<file path="config.mk">
export PLATFORM = sky130hd
export DESIGN_NAME = serial_subtractor
export DESIGN_NICKNAME = d
export VERILOG_FILES = /design/src/rtl/serial_subtractor.sv
export SDC_FILE = /design/constraint.sdc
export NUM_CORES = 1
export LEC_CHECK = 0
export BUFFER_PORTS_ARGS = -buffer_cell sky130_fd_sc_hd__buf_4
export CORE_ASPECT_RATIO = 0.5
export CORE_UTILIZATION = 53
export CTS_CLUSTER_SIZE = 20
export DETAILED_ROUTE_END_ITERATION = 7
export MAX_ROUTING_LAYER = met4
export PLACE_DENSITY_LB_ADDON = 0.08
export SETUP_SLACK_MARGIN = 0.5
export SYNTH_ARGS = -nofsm -noshare
export SYNTH_HDL_FRONTEND = slang
export SYNTH_SLANG_ARGS = --single-unit
</file>
<file path="constraint.sdc">
create_clock -name clk -period 1.8 [get_ports clk]
set_input_delay 0.36 -clock clk [delete_from_list [all_inputs] [get_ports clk]]
set_output_delay 0.36 -clock clk [all_outputs]
set_load 0.02 [all_outputs]
</file>
<file path="src/rtl/serial_subtractor.sv">
// Bit-serial subtractor: computes a - b - bin one bit per clock, LSB first,
// through a registered borrow. Reports difference, final borrow-out and
// signed overflow together with a one-cycle done strobe.
module serial_subtractor #(
   parameter int WIDTH = 8
) (
   input  logic             clk,
   input  logic             rst,
   input  logic             start,
   input  logic [WIDTH-1:0] a_in,
   input  logic [WIDTH-1:0] b_in,
   input  logic             bin_in,
   output logic             busy,
   output logic             done,
   output logic [WIDTH-1:0] diff,
   output logic             bout,
   output logic             ovf
);

   localparam int CW = (WIDTH > 1) ? $clog2(WIDTH) : 1;
   localparam logic [CW-1:0] LAST = CW'(WIDTH - 1);

   typedef enum logic [1:0] {IDLE, RUN, DONE} state_t;

   state_t           state;
   logic [WIDTH-1:0] a_sh;
   logic [WIDTH-1:0] b_sh;
   logic             br;
   logic [CW-1:0]    cnt;

   logic a0, b0, d, bnext;

   // Full-subtractor difference bit.
   function automatic logic fs_diff(input logic x, input logic y, input logic bi);
      return x ^ y ^ bi;
   endfunction

   // Full-subtractor borrow-out.
   function automatic logic fs_borrow(input logic x, input logic y, input logic bi);
      return (~x & y) | (~(x ^ y) & bi);
   endfunction

   // Overflow test evaluated on the MSB bit slice.
   function automatic logic msb_ovf(input logic x, input logic y, input logic dbit);
      return (x ^ y) & (dbit ^ x);
   endfunction

   // Current bit slice of the serial datapath.
   always_comb begin
      a0    = a_sh[0];
      b0    = b_sh[0];
      d     = fs_diff(a0, b0, br);
      bnext = fs_borrow(a0, b0, br);
   end

   assign busy = (state != IDLE);

   // Control FSM and serial datapath; reset clears everything and aborts a run.
   always_ff @(posedge clk) begin
      if (rst) begin
         state <= IDLE;
         done  <= 1'b0;
         diff  <= '0;
         bout  <= 1'b0;
         ovf   <= 1'b0;
         a_sh  <= '0;
         b_sh  <= '0;
         br    <= 1'b0;
         cnt   <= '0;
      end else begin
         case (state)
            IDLE: begin
               done <= 1'b0;
               if (start) begin
                  a_sh  <= a_in;
                  b_sh  <= b_in;
                  br    <= bin_in;
                  cnt   <= '0;
                  state <= RUN;
               end
            end
            RUN: begin
               diff <= {d, diff[WIDTH-1:1]};
               a_sh <= a_sh >> 1;
               b_sh <= b_sh >> 1;
               br   <= bnext;
               cnt  <= cnt + 1'b1;
               if (cnt == LAST) begin
                  bout  <= bnext;
                  ovf   <= msb_ovf(a0, b0, d);
                  done  <= 1'b1;
                  state <= DONE;
               end
            end
            DONE: begin
               done  <= 1'b0;
               state <= IDLE;
            end
            default: begin
               done  <= 1'b0;
               state <= IDLE;
            end
         endcase
      end
   end

endmodule

</file>
Word level (Yosys, flattened, before mapping)
Index checks and enable logic that the tools add are counted.

Bitwise operators: 10. Div/mod/pow operators: 0. Order comparisons: 0. Shift operators: 0. $mul: 0. Eq/ne operators: 4. Mux-type cells: 11. Add/sub/neg operators: 1. Reductions and logical operators: 7.

Operators with widths (count): one-hot mux 8 bit (2 select lines) (2); two-way mux 8 bit (2); one-hot mux 3 bit (2 select lines) (1); AND reduction 2 bit (3); two-way mux 2 bit (2); inequality test 2 bit (second input constant) (2); one-hot mux 2 bit (2 select lines) (1); nonzero test 2 bit (2); adder 3 x 1 -> 3 bit (second input constant) (1); bitwise AND 1 bit (3); == test 3 bit (second input constant) (1); two-way mux 3 bit (1); NOT 1 bit (3); bitwise XOR 1 bit (3); == test 2 x 1 -> 1 bit (second input constant) (1); logical NOT 2 bit (1); one-hot mux 1 bit (2 select lines) (1); OR reduction 2 bit (1); two-way mux 1 bit (1); OR 1 bit (1).

Register bits: 33. Bits of input ports: 20. Output and inout bits: 12. RAM bits: 0. Word-level logic and storage cells: 42. Latch bits: 0. Bits in read-only memories: 0. Memories kept: 0.

Depth between registers and ports, before layout
Gate-level depths: netlist of the first run.

Depth in word-level cells: 5. Mapped depth: 6. Depth with buffers taken out: 5.

Least setup slack after synthesis of the first run
No wires, ideal clock.

Kind: reg-to-reg. Start point: register cnt[0]. End point: register ovf. Path buffers: 0. Data arrival time: 1.238 ns. Clock period less this slack: 1.308 ns. Stages on the path, launching flop included: 6. Setup time: 0.070 ns. Data required time: 1.730 ns. Path slack: 0.492 ns. Cells stage by stage: dfxtp_1 > ha_1 > ha_1 > nand3b_1 > or3_1 > a21oi_1.

Cells in the longest elaborated chain, start to end: 2.

RTL lines: start, declared (RTL line 29) `logic [CW-1:0] cnt;`; start signal, assigned (RTL line 87) `cnt <= cnt + 1'b1;`; == test 3 bit (RTL line 88) `if (cnt == LAST) begin`; AND reduction 2 bit (no source line); end signal, assigned (RTL line 90) `ovf <= msb_ovf(a0, b0, d);`; end, declared (RTL line 17) `output logic ovf`.

Every way passes these cells. A chain may end at the register's enable or synchronous reset.

Final worst setup path of the first run
Start point: register state[0]. End point: output busy.

Cells in the longest elaborated chain, start to end: 1.

RTL lines: start, declared (RTL line 25) `state_t state;`; start signal, assigned (RTL line 61) `state <= IDLE;`; start signal, assigned (RTL line 79) `state <= RUN;`; start signal, assigned (RTL line 92) `state <= DONE;`; nonzero test 2 bit (RTL line 56) `assign busy = (state != IDLE);`; end, declared (RTL line 13) `output logic busy,`.

Every way passes these cells.

==> results of run 1 <==
## critical path, stage by stage, from the launching register on
cell	delay, ps
dfxtp_4	340
or2_4	240
buf_6	130
## worst paths after layout
check	from	end	slack (ps)	cells past startpoint
hold reg to reg	ovf$_SDFFE_PP0P_	ovf$_SDFFE_PP0P_	470	2
setup reg to reg	state[0]$_SDFFE_PP0P_	b_sh[2]$_SDFFE_PP0P_	490	4
setup / recovery	state[0]$_SDFFE_PP0P_	busy	450	2
hold / removal	a_in[7]	a_sh[7]$_SDFFE_PP0P_	350	3
## power breakdown
group,total (mW),internal [mW],switching (mW)
logic,0.262,0.137,0.125
clock network,0.607,0.345,0.262
registers,0.799,0.770,0.0290
## layout make-up
cell class	instances	area share [%]
Multi-Input combinational cell	104	40.1
Sequential cell	33	33.9
Timing Repair Buffer	42	18.0
Clock buffer	7	4.85
Tap cell	37	2.33
Inverter	3	0.567
Clock inverter	1	0.252
## cells in the mapped netlist
master,n
dfxtp_1,33
nand2_1,16
mux2i_1,15
nor2_1,15
a211oi_2,14
a21oi_1,13
nor2_2,6
buf_2,5
clkbuf_1,3
ha_1,3
inv_1,3
nand3b_1,3
a211oi_1,2
a22oi_1,2
and2b_1,2
buf_6,2
o21ai_0,2
buf_12,1
clkbuf_4,1
fa_1,1
nand2b_1,1
nand3_1,1
nor3_1,1
nor3b_1,1
o21ba_1,1
o21bai_1,1
o221a_2,1
or2_2,1
or3_1,1
xnor2_1,1
## cells by family after synthesis
logic type	Yosys count	share of synthesized area [%]
AOI/OAI and AO/OA	36	20.4
xor gates and xnor gates	1	0.580
adders and majority gates	4	3.81
buffers and inverters	15	6.46
DFF	33	43.7
muxes	15	9.93
and+or+nand+nor	48	15.1
## stage by stage
stage,power [mW],instance area [sq um],cells,util [%]
floorplan,0.985,1510,152,-
global placement,1.04,1740,212,65.5
detailed placement,1.04,1740,212,65.5
CTS,1.68,1930,225,72.9
global route,1.74,1980,227,74.8
finish,1.67,1980,227,74.8
## state kept, by name, summed over array words and instances, names as in the netlist
signal / count
a_sh: 8
state: 2
done: 1
b_sh: 8
ovf: 1
bout: 1
cnt: 3
diff: 8
br: 1
## repair_timing
item | 4_1_cts | 5_1_grt
resized for setup | 13 | 8
endpoints found under the setup margin | 11 | 27
gates cloned | 1 | 0
buffers inserted | 4 | 2
pin swaps | 0 | 5
endpoints found under the hold margin | 0 | 0
## layer usage
metal	GRT usage [%]	vias to the layer above
met3	7.21	4
met2	35.2	20
li1	-	599
met4	9.91	0
met5	-	-
met1	24.0	539
==> flow_metrics.tcl, run 1 <==
set metrics [dict create \
    rsz0062_at_grt "yes" \
    skew_ps 3.17 \
    place_congestion 0.792 \
    multiInputGateArea_sq_um 796 \
    first_pass_iters 4 \
    drt-initial-drc-count 33 \
    syn_avg_cell_area_sq_um 9.94 \
    avgViaCountPerCell 5.12 \
    via_count 1162 \
    remaining_drc_errors 0 \
    peakVddDrop_mv 0.578 \
    die_y_um 39.8 \
    clock_latency_ps 280 \
    wl_met3_um 136 \
    p_leak_nw 0.809 \
    wl_mm 2.93 \
    clock.fmax_mhz 741 \
    crit_arrival_ps 990 \
    hold_viol 0 \
    maxSlewViolCount 0 \
    status "complete, no violations" \
    port_buffers 31 \
    ys_seq_area_share_pct 43.7 \
    grt_max_degree 34 \
    cp_max_fo 2 \
    num-nets-final 213 \
    cts_buffers 5 \
    grtUsageTotal_pct 21.2 \
    area_growth_pct 31.3 \
    worst_pin_slew_ps 422 \
    whs_ps 349 \
    synth_cells 152 \
    crit_required_ps 1440 \
    path_class "register to output pin" \
    wl_per_cell_um 12.9 \
    synth_seq_cells 33 \
    power_density_mw_per_mm2 840 \
    period_needed_ps 1350 \
    antenna_cells 0 \
    top_layer "met4" \
    clockBufferDepth 2 \
    grt_pass1_vias 1022 \
    clkSlewWorstSetupHoldPaths_ps 70 \
    drt.antenna.violating_nets 0 \
    drv_cap 0 \
    rows 13 \
    drive_gt1_share_pct 43.7 \
    cts_root_buffer "clkbuf_8" \
    grt_pass1_wl_mm 4.50 \
    fill_cells 195 \
    antenna_found_initial 0 \
    hold_buffers 0 \
    dpl_worst_slack_ps 412 \
    hold_path.class "input port to register" \
    tns_ps 0 \
    start_kind "register" \
    hpwlAfterDp_mm 1.82 \
    synth_top_area_share_pct 43.7 \
    yosys.area.top_type "dfxtp_1" \
    period_share_pct 75.0 \
    clock_sinks 33 \
    routedLengthMet1_mm 1.43 \
    synth.area.top_cells "dfxtp_1, a211oi_2, mux2i_1" \
    die_x_um 77.5 \
    layout_commonest_cell "buf_4" \
    cts_max_level 2 \
    core_sq_mm 0.00265 \
    mostFrequentLayoutCells "buf_4, dfxtp_1, nand2_1" \
    end_kind "output pin" \
    synth_cell_type_count 30 \
    synthesis.area_sq_mm 0.00151 \
    synth_fp_nets 176 \
    setup_violations 0 \
    num_io_pins 32 \
    die_area_sq_mm 0.00308 \
    grt-ovfl-total 0 \
    yosys_warnings 0 \
    regArea_sq_um 673 \
    finalWorstSetupSlack_ps 450 \
    cts_tree "done" \
    met2_length_mm 1.34 \
    initial_core_util_pct 57.0 \
    relSlewSlack_pct 71.9 \
]
Power figures use the tool's default switching activity.
==> inputs of run 2 (changes only) <==
- CORE_UTILIZATION: 53 -> 48
- clock period: 1.8 -> 1.2 ns (I/O delays scaled with it)
==> run 2 against run 1 <==
The run now ends with setup timing left. Routed wire length rose by 42%. Critical path depth grew 1. Setup slack lost 600 ps. First-iteration DRC count is 3.0% lower. Global-route usage rose by 4.6 points. Core utilization increased by 13 points. Register-to-register slack worse by 590 ps. Combinational power up 120%. Clock skew rose by 1.0 ps. Sequential power is 51% higher. Power increased by 56%. Critical path type unchanged.
==> flow_metrics.tcl, run 2 (same netlist as run 1, synthesis figures left out) <==
set metrics [dict create \
    drive_gt1_share_pct 63.6 \
    r2r-end "a_sh[4]$_SDFFE_PP0P_" \
    clkSlewWorstSetupHoldPaths_ps 70 \
    place_congestion 0.764 \
    num_io_pins 32 \
    start_kind "register" \
    maxSlewViolCount 0 \
    mostFrequentLayoutCells "buf_4, buf_6, dfxtp_2" \
    grt_max_degree 30 \
    worst_pin_slew_ps 418 \
    p_int_mw 1.88 \
    fill_cells 127 \
    layout_commonest_cell "buf_4" \
    first_pass_iters 4 \
    end_kind "output pin" \
    drt-initial-drc-count 32 \
    die_x_um 81.4 \
    final_area_sq_mm 0.00243 \
    die_area_sq_mm 0.00339 \
    regToRegSetupSlack_ps -100 \
    crit_required_ps 960 \
    finalWorstSetupSlack_ps -152 \
    switching_share_pct 27.6 \
    crit_start "state[0]$_SDFFE_PP0P_" \
    setup_violations 25 \
    peakVddDrop_mv 1.33 \
    seqPwrFrac_pct 46.4 \
    drt.antenna.violating_nets 0 \
    cts_buffers 5 \
    wl_mm 4.15 \
    dpl_cell_area_sq_mm 0.00191 \
    area_growth_pct 60.8 \
    period_needed_ps 1350 \
    clock.fmax_mhz 740 \
    initial_core_util_pct 54.3 \
    rsz0062_at_grt "yes" \
    num-nets-final 240 \
    whs_path_depth 3 \
    rows 13 \
    holdPathEnd "a_sh[7]$_SDFFE_PP0P_" \
    status "finished, violations left" \
    antenna_found_initial 0 \
    antenna_cells 0 \
    cts_root_buffer "clkbuf_8" \
    relSlewSlack_pct 72.1 \
    hold_viol 0 \
    p_switching_mw 0.720 \
    cts_max_level 2 \
    period_share_pct 113 \
    r2r-start "state[1]$_SDFFE_PP0P_" \
    top_regs "a_sh x8, b_sh x8, diff x8" \
    finalPower_mw 2.61 \
    cts_tree "done" \
    rr_worst_depth 6 \
    hpwlAfterDp_mm 1.96 \
    violations "setup timing" \
    die_y_um 41.7 \
    clockBufferDepth 2 \
    skew_ps 4.19 \
    drv_cap 0 \
    pwr-share-comb_pct 22.0 \
    core_sq_mm 0.00278 \
    pwr-share-clk_pct 31.5 \
    crit_arrival_ps 1110 \
    path_class "register to output pin" \
    grt-ovfl-total 0 \
    clock_latency_ps 300 \
    holdCritStartpoint "a_in[7]" \
    p_leak_nw 0.991 \
    hold_path.class "input port to register" \
    remaining_drc_errors 0 \
    clock_sinks 33 \
    port_buffers 31 \
    grt_pass1_vias 1272 \
    grt_pass1_wl_mm 6.03 \
    wl_per_cell_um 16.3 \
    grtUsageTotal_pct 25.8 \
    power_density_mw_per_mm2 1070 \
    cp_max_fo 2 \
    avgViaCountPerCell 5.37 \
    via_count 1365 \
]
run 2: cell type report:
class | count | area [sq um] | share of cell area [%]
Clock buffer | 8 | 80.1 | 3.29
Multi-Input combinational cell | 104 | 896 | 36.9
Sequential cell | 33 | 686 | 28.2
Tap cell | 37 | 46.3 | 1.90
Timing Repair Buffer | 69 | 712 | 29.3
Inverter | 3 | 11.3 | 0.463
run 2: through the flow:
| step | setup slack, ps | instances | util [%] | setup TNS, ps | hold slack, ps |
|---|---|---|---|---|---|
| 3_3_place_gp | -20.2 | 222 | 68.6 | -20.2 | 445 |
| 6_report | -152 | 254 | 87.4 | -1400 | 224 |
| 5_1_grt | -175 | 254 | 87.4 | -2410 | 246 |
| 3_5_place_dp | -66.7 | 222 | 68.6 | -66.7 | 451 |
| 4_1_cts | -146 | 246 | 82.8 | -1080 | 228 |
| 2_1_floorplan | -37.0 | 152 | - | -37.0 | 400 |
run 2: power groups by stage:
stage | clock network [mW] | registers, mW | logic [mW]
2_1_floorplan | 0 | 1.23 | 0.291
3_3_place_gp | 0 | 1.22 | 0.405
3_5_place_dp | 0 | 1.23 | 0.412
4_1_cts | 0.817 | 1.20 | 0.520
5_1_grt | 0.883 | 1.22 | 0.611
6_report | 0.821 | 1.21 | 0.574
run 2: worst max path at each step:
| stage | to | slack, ps |
|---|---|---|
| final | busy | -150 |
| after global routing | busy | -180 |
| after CTS | busy | -150 |
| after detailed placement | ovf$_SDFFE_PP0P_ | -70 |
| after global placement | ovf$_SDFFE_PP0P_ | -20 |
| after floorplan | ovf$_SDFFE_PP0P_ | -40 |
run 2: worst max-delay path, stage by stage, from the launching register on:
cell and delay (ps):
dfxtp_2 340, buf_12 120, or2_4 230, buf_6 130
run 2: timing repair:
action / CTS / global route
cloned: 3 / 1
gates resized for setup: 49 / 13
setup buffers: 13 / 7
endpoints found under the setup margin: 45 / 45
hold buffers: 0 / 0
pin swaps: 16 / 7
run 2: per-layer routing:
metal | up-vias | track usage (%) | wire, um
met2 | 39 | 41.2 | 2060
met4 | 0 | 9.29 | 76
li1 | 658 | - | -
met3 | 10 | 9.01 | 219
met1 | 658 | 29.9 | 1790
met5 | - | - | 0
